--- src/rtl/alarm_pkg.sv ---
// rtl/alarm_pkg.sv - shared encodings and BCD field layout for the alarm mode controller
package alarm_pkg;

    typedef enum logic [1:0] {
        MODE_CLOCK     = 2'd0,
        MODE_ADJ_TIME  = 2'd1,
        MODE_ADJ_ALARM = 2'd2,
        MODE_RINGING   = 2'd3
    } mode_t;

    // Internal state adds SNOOZE_CALC, which reports as CLOCK on the mode output.
    typedef enum logic [2:0] {
        ST_CLOCK,
        ST_ADJ_TIME,
        ST_ADJ_ALARM,
        ST_RINGING,
        ST_SNOOZE_CALC
    } state_t;

    typedef enum logic {
        FIELD_HOURS = 1'b0,
        FIELD_MINS  = 1'b1
    } field_t;

    localparam int HM_W   = 13;
    localparam int SEC_W  = 7;
    localparam int TIME_W = HM_W + SEC_W;
    localparam int HM_LSB = SEC_W;
    localparam int HT_OFS = 11;
    localparam int HU_OFS = 7;
    localparam int MT_OFS = 4;

    function automatic mode_t state_mode(state_t s);
        case (s)
            ST_ADJ_TIME:  return MODE_ADJ_TIME;
            ST_ADJ_ALARM: return MODE_ADJ_ALARM;
            ST_RINGING:   return MODE_RINGING;
            default:      return MODE_CLOCK;
        endcase
    endfunction

endpackage

--- src/rtl/bcd_hm_step.sv ---
// rtl/bcd_hm_step.sv - combinational +/-1 step of one field of a BCD HH:MM value
// carry_en lets a minute wrap ripple into the hour field (used for snooze arithmetic).
module bcd_hm_step
    import alarm_pkg::*;
(
    input  logic [HM_W-1:0] hm,
    input  field_t          field,
    input  logic            up,
    input  logic            carry_en,
    output logic [HM_W-1:0] hm_next
);

    logic [1:0] ht, ht_n;
    logic [3:0] hu, hu_n;
    logic [2:0] mt, mt_n;
    logic [3:0] mu, mu_n;
    logic       step_hours;

    assign ht = hm[HT_OFS +: 2];
    assign hu = hm[HU_OFS +: 4];
    assign mt = hm[MT_OFS +: 3];
    assign mu = hm[3:0];

    always_comb begin
        ht_n       = ht;
        hu_n       = hu;
        mt_n       = mt;
        mu_n       = mu;
        step_hours = (field == FIELD_HOURS);
        if (field == FIELD_MINS) begin
            if (up) begin
                if (mu == 4'd9) begin
                    mu_n = 4'd0;
                    if (mt == 3'd5) begin
                        mt_n       = 3'd0;
                        step_hours = carry_en;
                    end else begin
                        mt_n = mt + 3'd1;
                    end
                end else begin
                    mu_n = mu + 4'd1;
                end
            end else begin
                if (mu == 4'd0) begin
                    mu_n = 4'd9;
                    if (mt == 3'd0) begin
                        mt_n       = 3'd5;
                        step_hours = carry_en;
                    end else begin
                        mt_n = mt - 3'd1;
                    end
                end else begin
                    mu_n = mu - 4'd1;
                end
            end
        end
        if (step_hours) begin
            if (up) begin
                if (ht == 2'd2 && hu == 4'd3) begin
                    ht_n = 2'd0;
                    hu_n = 4'd0;
                end else if (hu == 4'd9) begin
                    ht_n = ht + 2'd1;
                    hu_n = 4'd0;
                end else begin
                    hu_n = hu + 4'd1;
                end
            end else begin
                if (ht == 2'd0 && hu == 4'd0) begin
                    ht_n = 2'd2;
                    hu_n = 4'd3;
                end else if (hu == 4'd0) begin
                    ht_n = ht - 2'd1;
                    hu_n = 4'd9;
                end else begin
                    hu_n = hu - 4'd1;
                end
            end
        end
    end

    assign hm_next = {ht_n, hu_n, mt_n, mu_n};

endmodule

--- src/rtl/alarm_mode_ctrl.sv ---
// rtl/alarm_mode_ctrl.sv - alarm clock mode FSM, alarm registers, match trigger and ringer
// Optional snooze support is built when SNOOZE_EN is defined.
module alarm_mode_ctrl
    import alarm_pkg::*;
#(
    parameter int RING_TIMEOUT = 60,
    parameter int SNOOZE_MIN   = 5
) (
    input  logic              clk,
    input  logic              reset,
    input  logic              tick_1hz,
    input  logic              btn_c,
    input  logic              btn_u,
    input  logic              btn_d,
    input  logic              btn_l,
    input  logic              btn_r,
    input  logic              alarm_arm,
    input  logic [TIME_W-1:0] time_bcd,
    output logic              time_en,
    output logic              c_up_min,
    output logic              c_up_hour,
    output logic              c_down_min,
    output logic              c_down_hour,
    output logic [HM_W-1:0]   alarm_bcd,
    output logic              disp_alarm,
    output logic              blank_hours,
    output logic              blank_mins,
    output logic [1:0]        mode,
    output logic              ringing,
    output logic              buzzer
);

    if (RING_TIMEOUT < 1 || RING_TIMEOUT > 255) begin : g_bad_ring_timeout
        $error("RING_TIMEOUT out of range 1..255");
    end
    if (SNOOZE_MIN < 1 || SNOOZE_MIN > 59) begin : g_bad_snooze_min
        $error("SNOOZE_MIN out of range 1..59");
    end

    state_t          state, state_nxt;
    field_t          field, field_nxt;
    logic            blink, blink_nxt;
    logic            acc_c, acc_l, acc_r, acc_u, acc_d;
    logic [HM_W-1:0] time_hm, alarm_step;
    logic            sec_zero, match, match_hist, alarm_rise, snooze_fire, trigger, timeout;
    logic [7:0]      ring_cnt;
    logic            adj_nxt;
    logic            time_en_nxt, disp_alarm_nxt, ringing_nxt, buzzer_nxt;
    logic            blank_hours_nxt, blank_mins_nxt;
    logic            c_up_min_nxt, c_up_hour_nxt, c_down_min_nxt, c_down_hour_nxt;

    // Only the highest-priority coincident button survives.
    assign acc_c = btn_c;
    assign acc_l = btn_l & ~btn_c;
    assign acc_r = btn_r & ~btn_c & ~btn_l;
    assign acc_u = btn_u & ~btn_c & ~btn_l & ~btn_r;
    assign acc_d = btn_d & ~btn_c & ~btn_l & ~btn_r & ~btn_u;

    assign time_hm    = time_bcd[HM_LSB +: HM_W];
    assign sec_zero   = (time_bcd[SEC_W-1:0] == '0);
    assign match      = sec_zero && (time_hm == alarm_bcd);
    assign alarm_rise = match && !match_hist && (state == ST_CLOCK) && alarm_arm;
    assign trigger    = alarm_rise || snooze_fire;
    assign timeout    = tick_1hz && (ring_cnt == 8'(RING_TIMEOUT - 1));

    bcd_hm_step u_alarm_step (
        .hm       (alarm_bcd),
        .field    (field),
        .up       (acc_u),
        .carry_en (1'b0),
        .hm_next  (alarm_step)
    );

`ifdef SNOOZE_EN
    logic [HM_W-1:0] snooze_hm, snooze_step;
    logic [5:0]      snz_cnt;
    logic            snooze_pend, snooze_match, snooze_hist;

    assign snooze_match = snooze_pend && sec_zero && (time_hm == snooze_hm);
    assign snooze_fire  = snooze_match && !snooze_hist && (state == ST_CLOCK) && alarm_arm;

    bcd_hm_step u_snooze_step (
        .hm       (snooze_hm),
        .field    (FIELD_MINS),
        .up       (1'b1),
        .carry_en (1'b1),
        .hm_next  (snooze_step)
    );
`else
    assign snooze_fire = 1'b0;
`endif

    always_ff @(posedge clk or posedge reset) begin
        if (reset) begin
            state       <= ST_CLOCK;
            field       <= FIELD_HOURS;
            blink       <= 1'b0;
            mode        <= MODE_CLOCK;
            time_en     <= 1'b1;
            disp_alarm  <= 1'b0;
            ringing     <= 1'b0;
            buzzer      <= 1'b0;
            blank_hours <= 1'b0;
            blank_mins  <= 1'b0;
            c_up_min    <= 1'b0;
            c_up_hour   <= 1'b0;
            c_down_min  <= 1'b0;
            c_down_hour <= 1'b0;
        end else begin
            state       <= state_nxt;
            field       <= field_nxt;
            blink       <= blink_nxt;
            mode        <= state_mode(state_nxt);
            time_en     <= time_en_nxt;
            disp_alarm  <= disp_alarm_nxt;
            ringing     <= ringing_nxt;
            buzzer      <= buzzer_nxt;
            blank_hours <= blank_hours_nxt;
            blank_mins  <= blank_mins_nxt;
            c_up_min    <= c_up_min_nxt;
            c_up_hour   <= c_up_hour_nxt;
            c_down_min  <= c_down_min_nxt;
            c_down_hour <= c_down_hour_nxt;
        end
    end

    always_comb begin
        state_nxt = state;
        case (state)
            ST_CLOCK: begin
                if (trigger)    state_nxt = ST_RINGING;
                else if (acc_c) state_nxt = ST_ADJ_TIME;
            end
            ST_ADJ_TIME:  if (acc_c) state_nxt = ST_ADJ_ALARM;
            ST_ADJ_ALARM: if (acc_c) state_nxt = ST_CLOCK;
            ST_RINGING: begin
                if (acc_c || !alarm_arm || timeout) state_nxt = ST_CLOCK;
`ifdef SNOOZE_EN
                else if (acc_u)                     state_nxt = ST_SNOOZE_CALC;
`endif
            end
`ifdef SNOOZE_EN
            ST_SNOOZE_CALC: if (snz_cnt == 6'd1) state_nxt = ST_CLOCK;
`endif
            default: state_nxt = ST_CLOCK;
        endcase
    end

    // Outputs are computed from the next state so they land in the same cycle as mode.
    always_comb begin
        adj_nxt = (state_nxt == ST_ADJ_TIME) || (state_nxt == ST_ADJ_ALARM);
        field_nxt = field;
        if (state == ST_ADJ_TIME || state == ST_ADJ_ALARM) begin
            if (acc_l)      field_nxt = FIELD_HOURS;
            else if (acc_r) field_nxt = FIELD_MINS;
        end
        if (adj_nxt && state_nxt != state) field_nxt = FIELD_HOURS;
        blink_nxt = 1'b0;
        if (adj_nxt && state_nxt == state) blink_nxt = blink ^ tick_1hz;
        time_en_nxt     = (state_nxt != ST_ADJ_TIME);
        disp_alarm_nxt  = (state_nxt == ST_ADJ_ALARM);
        ringing_nxt     = (state_nxt == ST_RINGING);
        buzzer_nxt      = 1'b0;
        if (ringing_nxt && state == ST_RINGING) buzzer_nxt = buzzer ^ tick_1hz;
        blank_hours_nxt = adj_nxt && blink_nxt && (field_nxt == FIELD_HOURS);
        blank_mins_nxt  = adj_nxt && blink_nxt && (field_nxt == FIELD_MINS);
        c_up_min_nxt    = (state == ST_ADJ_TIME) && acc_u && (field == FIELD_MINS);
        c_up_hour_nxt   = (state == ST_ADJ_TIME) && acc_u && (field == FIELD_HOURS);
        c_down_min_nxt  = (state == ST_ADJ_TIME) && acc_d && (field == FIELD_MINS);
        c_down_hour_nxt = (state == ST_ADJ_TIME) && acc_d && (field == FIELD_HOURS);
    end

    always_ff @(posedge clk or posedge reset) begin
        if (reset) begin
            alarm_bcd  <= '0;
            ring_cnt   <= 8'd0;
            match_hist <= 1'b0;
        end else begin
            match_hist <= match;
            if (state == ST_ADJ_ALARM && (acc_u || acc_d)) alarm_bcd <= alarm_step;
            if (trigger)                              ring_cnt <= 8'd0;
            else if (state == ST_RINGING && tick_1hz) ring_cnt <= ring_cnt + 8'd1;
        end
    end

`ifdef SNOOZE_EN
    always_ff @(posedge clk or posedge reset) begin
        if (reset) begin
            snooze_hm   <= '0;
            snz_cnt     <= 6'd0;
            snooze_pend <= 1'b0;
            snooze_hist <= 1'b0;
        end else begin
            snooze_hist <= snooze_match;
            if (state == ST_RINGING && state_nxt == ST_SNOOZE_CALC) begin
                snooze_hm <= time_hm;
                snz_cnt   <= 6'(SNOOZE_MIN);
            end else if (state == ST_SNOOZE_CALC) begin
                snooze_hm <= snooze_step;
                snz_cnt   <= snz_cnt - 6'd1;
            end
            if (state == ST_SNOOZE_CALC && state_nxt == ST_CLOCK) snooze_pend <= 1'b1;
            else if (trigger || (state == ST_RINGING && acc_c))   snooze_pend <= 1'b0;
        end
    end
`endif

endmodule

--- config.mk ---
export PLATFORM = sky130hd
export DESIGN_NAME = alarm_mode_ctrl
export DESIGN_NICKNAME = d
export VERILOG_FILES = /design/src/rtl/alarm_pkg.sv /design/src/rtl/bcd_hm_step.sv /design/src/rtl/alarm_mode_ctrl.sv
export SDC_FILE = /design/constraint.sdc
export NUM_CORES = 1
export LEC_CHECK = 0
export ABC_CLOCK_PERIOD_IN_PS = 1990
export CAP_MARGIN = 20
export CELL_PAD_IN_SITES_DETAIL_PLACEMENT = 0
export CELL_PAD_IN_SITES_GLOBAL_PLACEMENT = 2
export CORE_MARGIN = 2
export CORE_UTILIZATION = 27
export DETAILED_ROUTE_END_ITERATION = 10
export PLACE_DENSITY = 0.75
export SLEW_MARGIN = 20
export SYNTH_ARGS = -nofsm -noshare
export SYNTH_HDL_FRONTEND = slang
export SYNTH_SLANG_ARGS = --single-unit
--- constraint.sdc ---
create_clock -name clk -period 1.99 [get_ports clk]
set_clock_uncertainty 0.2 [all_clocks]
set_input_delay 0.4975 -clock clk [delete_from_list [all_inputs] [get_ports clk]]
set_output_delay 0.4975 -clock clk [all_outputs]
set_load 0.01 [all_outputs]
==> results.py <==
metrics = {
    "final_layout": {
        "drive_above_1_share": 0.349,
        "fin_cells": 483,
        "fillCellCount": 864,
        "nets": 411,
        "syn_to_final_growth_pct": 59.3,
        "utilization": 0.444,
        "regArea_sq_um": 982,
        "multi_input_area_sq_um": 1560,
        "antenna_cells": 0,
    },
    "placed_design": {
        "hpwl_um": 4980,
        "portBuffers": 53,
        "dp.cells": 453,
        "globalplace.congestion": 0.788,
        "dp_slack_ps": -668,
    },
    "drt": {
        "ant_nets": 0,
        "dr.pass1.iters": 4,
        "routed_wl_um": 7010,
        "dr_total_vias": 2305,
        "drt_iter0_drc": 80,
        "drc": 0,
        "viasPerCell": 4.77,
        "wl_per_cell_um": 14.5,
    },
    "global_routing": {
        "grt_first_pass_wirelength_um": 11900,
        "antenna_found_initial": 0,
        "grt.overflow.total": 0,
        "grt_pass1_vias": 2432,
        "grt_start_max_net_pins": 23,
        "grt_use_total": 0.150,
    },
    "sta": {
        "final.setup.worst_slack_ps": 17.0,
        "finalCriticalPeriod_ps": 1970,
        "fmax_ghz": 0.507,
        "hold_viol_final": 0,
        "period_share": 0.991,
        "maxSlewViolCount": 0,
        "rsz0062_at_grt": "yes",
        "setup_viol": 0,
    },
    "clocking": {
        "path_clk_slew_ps": 90,
        "cts_made_buffers": 5,
        "cts-root-buf": "clkbuf_8",
        "cts.htree.levels": 2,
        "cts.sinks": 39,
        "holdBufCountCts": 0,
        "clk-insertion-delay-late_ps": 300,
        "clock_tree.buffer_depth": 2,
        "cts_tree": "yes",
    },
    "critical_path": {
        "crit_arrival_ps": 1950,
        "crit_required_ps": 1970,
        "path_max_fanout": 6,
        "crit_type": "input pin to flop",
        "cp_slowest_cell": "clkdlybuf4s50_1",
        "worstSetupEndpointType": "flop",
        "worstSetupStartpointType": "input pin",
        "cp_cell_sequence": "clkdlybuf4s50_1, xnor2_1, nand4_1, nor2_2, and4_4, buf_6, or3_1",
        "max_stage_delay_ps": 420,
    },
    "die": {
        "dieArea_sq_um": 9810,
        "die_x_um": 99.1,
        "die_h_um": 99.1,
        "coreArea_sq_um": 8760,
        "io_pins": 54,
        "rows": 34,
        "start_util": 0.278,
    },
    "yosys": {
        "async_flop_share": 1.00,
        "synthCells": 266,
        "synth_edf_count": 0,
        "yosysMostFrequentCell": "dfrtp_1",
        "synth_seq_cells": 39,
        "yosys-top-cells-area": "dfrtp_1 39%, xnor2_1 7.2%, nor2_1 4.8%, ha_1 4.1%, a21oi_1 3.3%",
        "synth_top_area_share": 0.390,
        "yosys.area.top_type": "dfrtp_1",
        "netlist_top_cells_count": "38 x dfrtp_1, 31 x nor2_1, 20 x xnor2_1, 19 x nand2_1, 16 x a21oi_1",
        "synth.yosys.warnings": 0,
        "synthFlopType": "dfrtp_1",
        "yosysUniqueCellTypes": 56,
        "postSynthAreaPerCell_sq_um": 9.17,
        "syn_area_sq_um": 2440,
        "yosysSeqAreaShare": 0.401,
        "mappedNetlistNets": 303,
    },
    "pwr": {
        "p_leak_nw": 1.71,
        "pwr-share-comb": 0.280,
        "p_int_w": 0.00137,
        "sw_frac_of_total": 0.307,
        "power_switching_w": 0.000606,
        "vdd_drop_max_uv": 235,
        "p_per_area_nw_per_um2": 508,
        "pwr-share-clk": 0.279,
        "p_seq_frac": 0.441,
    },
    "flow_run": {
        "max_cap_viol_count": 0,
    },
    "hold_path": {
        "min_path_type": "input pin to asynchronous set/reset pin",
    },
    "status": {
        "outcome": "complete, no violations",
    },
}
through the flow:
step                      hold slack, ps  total power [W]  area, sq um  TNS, ps
after global routing                 318          0.00209         3890     -197
after CTS                            305          0.00197         3730     -292
after detailed placement             344          0.00137         3390   -17760
final                                297          0.00198         3890        0
after floorplan                      310          0.00114         2460     -768
after global placement               339          0.00136         3390   -17710
timing repair:
item	CTS	global route
buffers inserted	18	5
setup endpoints to repair	44	29
pin swaps	24	17
resized for setup	58	37
sequential cells by signal, indices dropped and copies added (netlist names):
| register | flops |
|---|---|
| blink | 1 |
| ring_cnt | 8 |
| blank_hours | 1 |
| state | 3 |
| blank_mins | 1 |
| match_hist | 1 |
| ringing | 1 |
| time_en | 1 |
| mode | 2 |
| buzzer | 1 |
| field | 1 |
| c_down_hour | 1 |
| c_up_hour | 1 |
| alarm_bcd | 13 |
| c_down_min | 1 |
| c_up_min | 1 |
| disp_alarm | 1 |
placed cells by master (no fill, tap or decap), types with 7 or more instances in the layout:
cell and instances:
dlymetal6s2s_1 8, nand2_1 19, nor2_2 8, dlygate4sd2_1 13, clkdlybuf4s50_1 27, buf_6 7
a21oi_1 16, nor2_1 21, dfrtp_1 34, inv_1 7, buf_4 55, nand4_1 8
nand3_1 7, o21ai_0 7, xnor2_1 17
power by group through the flow:
stage / clock [W] / sequential, W / combinational [W]
6_report: 0.000551 / 0.000871 / 0.000554
2_1_floorplan: 0 / 0.000880 / 0.000264
3_3_place_gp: 0 / 0.000893 / 0.000471
3_5_place_dp: 0 / 0.000893 / 0.000473
5_1_grt: 0.000607 / 0.000876 / 0.000608
4_1_cts: 0.000569 / 0.000868 / 0.000535
worst paths after layout:
kind	from	endpoint	slack [ps]	cells past startpoint
setup / recovery	time_bcd[17]	mode[0]$_DFF_PP0_	20	7
hold / removal	reset	c_down_min$_DFF_PP0_	300	2
setup reg to reg	state[2]$_DFF_PP0_	alarm_bcd[4]$_DFFE_PP0P_	30	5
hold reg to reg	match_hist$_DFF_PP0_	field$_DFF_PP0_	350	3
max in group asynchronous	reset	time_en$_DFF_PP1_	790	3
min in group clk	match_hist$_DFF_PP0_	field$_DFF_PP0_	350	3
logic make-up after synthesis:
family | after synthesis | share of synthesized area
buffers and inverters | 26 | 0.0477
muxes | 4 | 0.0179
xor gates and xnor gates | 26 | 0.0933
DFF | 39 | 0.401
AOI/OAI and AO/OA | 43 | 0.113
and+or+nand+nor | 119 | 0.285
other | 1 | 0.00154
adders and majority gates | 8 | 0.0410
metal layers:
| metal | up-vias | GRT usage | part of all wire |
|---|---|---|---|
| met2 | 38 | 0.251 | 0.50 |
| met5 | - | 0 | 0 |
| met3 | 8 | 0.0248 | 0.026 |
| met4 | 0 | 0.0432 | 0.015 |
| met1 | 1116 | 0.201 | 0.46 |
| li1 | 1143 | - | - |
final cells by class:
cell class	count	area share
multi-input combinational	201	0.401
timing repair buffer	120	0.283
sequential	39	0.253
tap	108	0.0348
clock buffer	6	0.0187
inverter	7	0.00676
clock inverter	2	0.00322
critical path, delay by kind of cell:
| kind | cells | cell delay, ps |
|---|---|---|
| XOR/XNOR | 1 | 150 |
| buffers and inverters | 2 | 540 |
| AND/OR/NAND/NOR | 4 | 760 |
(Power assumes the default switching activity.)
